$ cat config.mk
export PLATFORM = sky130hd
export DESIGN_NAME = hssl_cfg_pkt_splitter
export DESIGN_NICKNAME = d
export VERILOG_FILES = /design/src/rtl/hssl_cfg_pkt_splitter_pkg.sv /design/src/rtl/hssl_pkt_fifo2.sv /design/src/rtl/hssl_cfg_pkt_splitter.sv
export SDC_FILE = /design/constraint.sdc
export NUM_CORES = 1
export LEC_CHECK = 0
export ABC_CLOCK_PERIOD_IN_PS = 3050
export CAP_MARGIN = 20
export CORE_UTILIZATION = 45
export CTS_CLUSTER_DIAMETER = 120
export DETAILED_ROUTE_END_ITERATION = 16
export DONT_BUFFER_PORTS = 1
export PLACE_DENSITY = 0.67
export SLEW_MARGIN = 5
export SYNTH_ARGS = -nofsm -noshare
export SYNTH_HDL_FRONTEND = slang
export SYNTH_SLANG_ARGS = --single-unit
export TNS_END_PERCENT = 50
$ cat constraint.sdc
create_clock -name clk -period 3.05 [get_ports clk]
set_clock_uncertainty 0.2 [all_clocks]
set_input_delay 0.61 -clock clk [delete_from_list [all_inputs] [get_ports clk]]
set_output_delay 0.61 -clock clk [all_outputs]
set_load 0.02 [all_outputs]
$ cat src/rtl/hssl_cfg_pkt_splitter_pkg.sv
`default_nettype none
// +----------------------------------------------------------------------------+
// | hssl_cfg_pkt_splitter_pkg: packet field layout and register-bank defaults  |
// | Rev 1.0                                                                    |
// +----------------------------------------------------------------------------+
package hssl_cfg_pkt_splitter_pkg;

  localparam int PKT_W        = 72;
  localparam int PKT_PLD_LSB  = 40;
  localparam int PKT_KEY_LSB  = 8;
  localparam int PKT_PLF_BIT  = 1;
  localparam int PRX_ADR_BITS = 8;

  localparam logic [31:0] DEF_CFG_KEY  = 32'hffff_fe00;
  localparam logic [31:0] DEF_CFG_MASK = 32'hffff_ff00;

  typedef logic [1:0] fifo_cnt_t;

  function automatic logic [31:0] pkt_key(input logic [PKT_W-1:0] p);
    return p[PKT_KEY_LSB +: 32];
  endfunction

  function automatic logic [31:0] pkt_pld(input logic [PKT_W-1:0] p);
    return p[PKT_PLD_LSB +: 32];
  endfunction

endpackage
`default_nettype wire

$ cat src/rtl/hssl_pkt_fifo2.sv
`default_nettype none
// +----------------------------------------------------------------------------+
// | hssl_pkt_fifo2: 2-entry registered valid/ready FIFO, head output registered |
// | Rev 1.0                                                                    |
// +----------------------------------------------------------------------------+
module hssl_pkt_fifo2
  import hssl_cfg_pkt_splitter_pkg::*;
#(
  parameter int WIDTH = 72
) (
  input  logic             clk,
  input  logic             resetn,
  input  logic [WIDTH-1:0] in_data,
  input  logic             in_vld,
  output logic             in_rdy,
  output logic [WIDTH-1:0] out_data,
  output logic             out_vld,
  input  logic             out_rdy
);

  logic             r_live;
  fifo_cnt_t        r_count;
  logic [WIDTH-1:0] r_head;
  logic [WIDTH-1:0] r_tail;
  logic             w_push;
  logic             w_pop;

  assign w_push = in_vld && in_rdy;
  assign w_pop  = out_vld && out_rdy;

  // r_live keeps ready low while reset is held and for the release edge
  assign in_rdy   = r_live && (r_count != 2'd2);
  assign out_vld  = (r_count != 2'd0);
  assign out_data = r_head;

  always_ff @(posedge clk or negedge resetn) begin
    if (!resetn) begin
      r_live  <= 1'b0;
      r_count <= 2'd0;
      r_head  <= '0;
      r_tail  <= '0;
    end else begin
      r_live <= 1'b1;
      case ({w_push, w_pop})
        2'b10: begin
          if (r_count == 2'd0) r_head <= in_data;
          else                 r_tail <= in_data;
          r_count <= r_count + 2'd1;
        end
        2'b01: begin
          r_head  <= r_tail;
          r_count <= r_count - 2'd1;
        end
        // Simultaneous push/pop only happens at count 1: new entry replaces head
        2'b11:   r_head <= in_data;
        default: ;
      endcase
    end
  end

endmodule
`default_nettype wire

$ cat src/rtl/hssl_cfg_pkt_splitter.sv
`default_nettype none
// +----------------------------------------------------------------------------+
// | hssl_cfg_pkt_splitter: config packets -> register writes, others pass on   |
// | Rev 1.0                                                                    |
// +----------------------------------------------------------------------------+
module hssl_cfg_pkt_splitter
  import hssl_cfg_pkt_splitter_pkg::*;
#(
  parameter logic [31:0] CFG_KEY  = DEF_CFG_KEY,
  parameter logic [31:0] CFG_MASK = DEF_CFG_MASK,
  parameter int          ADR_BITS = PRX_ADR_BITS
) (
  input  logic                clk,
  input  logic                resetn,
  input  logic [PKT_W-1:0]    pkt_data_in,
  input  logic                pkt_vld_in,
  output logic                pkt_rdy_out,
  output logic [PKT_W-1:0]    pkt_data_out,
  output logic                pkt_vld_out,
  input  logic                pkt_rdy_in,
  output logic [ADR_BITS-1:0] prx_addr_out,
  output logic [31:0]         prx_wdata_out,
  output logic                prx_en_out,
  output logic                cfg_cnt_out,
  output logic                cfg_drop_out,
  output logic                pass_cnt_out
);

  logic          w_accept;
  logic          w_is_cfg;
  logic          w_has_pld;
  logic [31:0]   w_key;
  logic          w_fifo_vld;

  assign w_key      = pkt_key(pkt_data_in);
  assign w_is_cfg   = ((w_key & CFG_MASK) == CFG_KEY);
  assign w_has_pld  = pkt_data_in[PKT_PLF_BIT];
  assign w_accept   = pkt_vld_in && pkt_rdy_out;
  assign w_fifo_vld = pkt_vld_in && !w_is_cfg;

  // Config packets share the FIFO's ready so back-pressure stalls them too
  hssl_pkt_fifo2 #(
    .WIDTH (PKT_W)
  ) u_fifo (
    .clk      (clk),
    .resetn   (resetn),
    .in_data  (pkt_data_in),
    .in_vld   (w_fifo_vld),
    .in_rdy   (pkt_rdy_out),
    .out_data (pkt_data_out),
    .out_vld  (pkt_vld_out),
    .out_rdy  (pkt_rdy_in)
  );

  always_ff @(posedge clk or negedge resetn) begin
    if (!resetn) begin
      prx_en_out    <= 1'b0;
      prx_addr_out  <= '0;
      prx_wdata_out <= '0;
      cfg_cnt_out   <= 1'b0;
      cfg_drop_out  <= 1'b0;
      pass_cnt_out  <= 1'b0;
    end else begin
      prx_en_out   <= w_accept && w_is_cfg && w_has_pld;
      cfg_cnt_out  <= w_accept && w_is_cfg && w_has_pld;
      cfg_drop_out <= w_accept && w_is_cfg && !w_has_pld;
      pass_cnt_out <= w_accept && !w_is_cfg;
      if (w_accept && w_is_cfg && w_has_pld) begin
        prx_addr_out  <= w_key[ADR_BITS-1:0];
        prx_wdata_out <= pkt_pld(pkt_data_in);
      end
    end
  end

endmodule
`default_nettype wire
==> results.cfg <==
[run_status]
run_status = finished, violations left
violations = DRC, hold timing

[clock_tree]
cts_buffers = 17
worstSkewPairLatency_ns = 0.42
cts_tree = yes
clkSlewWorstSetupHoldPaths_ns = 0.07
cts-resized-gates = 0
clkSinkCount = 190
root_buffer = clkbuf_16
cts_setup_buffers = 0
cts_buffer_depth = 2
h-tree-depth = 4

[finish]
drive_gt1_share_pct = 57.1
finish.utilization_pct = 51.4
areaGrowthSynthToFinish_pct = 11.0
stdcell_area_um2 = 9290
fin_nets = 594
nFillCells = 1510
num_antenna_cells = 0

[sta]
rsz0062_at_grt = no
whs_ns = -0.320
setup_viol = 0
tns_ns = 0
tightest_slew_ns = 0.754
hold_viol = 190
period_needed_ns = 2.59
slew_viol_final = 0
fin_crit_sh_pct = 84.9
fmax_ghz = 0.386
slew_headroom_pct = 49.8

[placed_design]
io_buffers = 0
gp_congestion = 0.729
dpl.hpwl_um = 11000
place_area_um2 = 8630

[global_route]
overflow = 0
grt_max_degree = 191
grt_usage_pct = 18.0
grt_pass1_vias = 4667
grt_pass1_wl_um = 26400
grt_antenna_before_repair = 0

[synthesis]
synth_top_area_cell = dfrtp_1
synth.distinct_cells = 31
synth_area_per_cell_um2 = 16.3
yosys_register_bits = 190
synth_nets = 592
synth_edf_count = 0
yosysMostFrequentCell = dfrtp_1
synthTopCellsByCount = 190 x dfrtp_1, 187 x mux2_2, 63 x mux2_4
ys.flop_type = dfrtp_1
syn_area_um2 = 8370
netlist.area_leader.share_pct = 56.8
ys_warn_count = 0
syn_inst = 514
ys_async_sr_fraction_pct = 100
seq_area_frac_synth_pct = 56.8
synthTopCellsByArea = dfrtp_1 57%, mux2_2 25%, mux2_4 11%, buf_6 1.5%, mux2_1 0.81%

[drt]
firstDrtPassIters = 10
avgRoutedWirePerCell_um = 21.8
wirelength_um = 16600
antenna_left = 0
drt-initial-drc-count = 159
vias = 4273
drc_errors = 30
viasPerCell = 5.64

[power]
p_leak_nw = 4.20
power-per-cell-area_nw_per_um2 = 1060
ir_drop_uv = 473

[flow_run]
cap_violations = 0

[setup_path]
critical_path.endpoint_type = flip-flop
critPathMaxFanout = 29
timing_worst_setup_path_type = in2reg
worstPathRequired_ns = 3.16
reg2reg_slack_ns = 0.54
arrival_ns = 2.70
start_kind = input pin

[floorplanning]
die_h_um = 138
io_pins = 194
die_area_um2 = 19200
die_x_um = 138
start_util_pct = 46.3
fp-row-count = 49
core_region_area_um2 = 18100

[worst_hold_path]
holdCritPathClass = in2async
critical path: stages:
cell	delay (ns)
nand4b_1	0.16
nor4_1	0.46
buf_4	0.21
a21boi_0	0.11
inv_1	0.11
ha_4	0.18
buf_12	0.21
mux2_2	0.36
mux2_4	0.26
cell type report:
cell class,count,area [µm²],share of cell area [%]
flip-flops and latches,190,4750,51.2
well taps,229,287,3.08
multi-input cells,293,3420,36.9
repair buffers,11,158,1.70
clock buffers,18,429,4.62
inverters,3,11.3,0.121
clock inverters,14,229,2.46
state kept, by name, indices dropped and copies added (netlist names):
register         cells
u_fifo.r_count       2
cfg_drop_out         1
pass_cnt_out         1
prx_addr_out         8
prx_wdata_out       32
cfg_cnt_out          1
u_fifo.out_data     72
u_fifo.r_live        1
u_fifo.r_tail       72
cells by family (layout without fill, tap and decap cells):
logic type / count (synthesis) / after routing / share of synthesized area, %
flip-flops: 190 / 190 / 56.8
AO/OA/AOI/OAI: 4 / 4 / 0.508
other: 1 / 1 / 0.0448
buffers and inverters: 31 / 46 / 2.56
adder cells (fa/ha/maj): 2 / 2 / 0.299
multiplexers: 256 / 256 / 37.3
XOR/XNOR: 3 / 3 / 0.314
AND/OR/NAND/NOR: 27 / 27 / 2.23
final timing paths:
check,startpoint,end,cells after the start
min in group clk,pkt_data_in[1],cfg_drop_out,1
worst max register to register,u_fifo.r_count[0],u_fifo.out_data[71],8
worst min register to register,u_fifo.r_tail[15],u_fifo.r_tail[15],1
max in group asynchronous,resetn,cfg_drop_out,0
worst max-delay path,pkt_data_in[16],u_fifo.out_data[38],9
worst min-delay path,resetn,prx_wdata_out[8],0
stage by stage:
stage	worst slack, ns	hold slack (ns)	instances	power (mW)
4_1_cts	0.462	-0.341	758	9.96
3_5_place_dp	0.0524	0.120	726	7.47
3_3_place_gp	0.0778	0.121	726	7.31
6_report	0.461	-0.320	758	9.85
5_1_grt	0.432	-0.352	758	10.3
2_1_floorplan	0.0727	0.114	514	6.86
routing by layer:
layer / track usage [%] / routed length, µm / up-vias
met4: 8.28 / 466 / 0
li1: - / - / 1862
met1: 21.2 / 6820 / 2254
met3: 6.72 / 1250 / 23
met5: 0 / 0 / -
met2: 29.1 / 8010 / 134
power breakdown:
part | total (mW) | switching, mW | internal, mW
Sequential | 4.81 | 1.29 | 3.52
Clock | 2.44 | 0.968 | 1.47
Combinational | 2.60 | 0.867 | 1.73
Total | 9.85 | 3.13 | 6.72
cell usage in the layout, fill, tap and decap left out, drive strengths merged, types with 2 or more instances in the layout:
cell	n
xnor2	2
a21boi	2
nand4b	2
dfrtp	190
clkinv	3
clkinvlp	2
inv	7
bufinv	5
nor2	5
nand4	10
ha	2
buf	11
a31oi	2
and4	2
clkbuf	18
nand2	2
nor4	2
mux2	256
(Power assumes the default switching activity.)
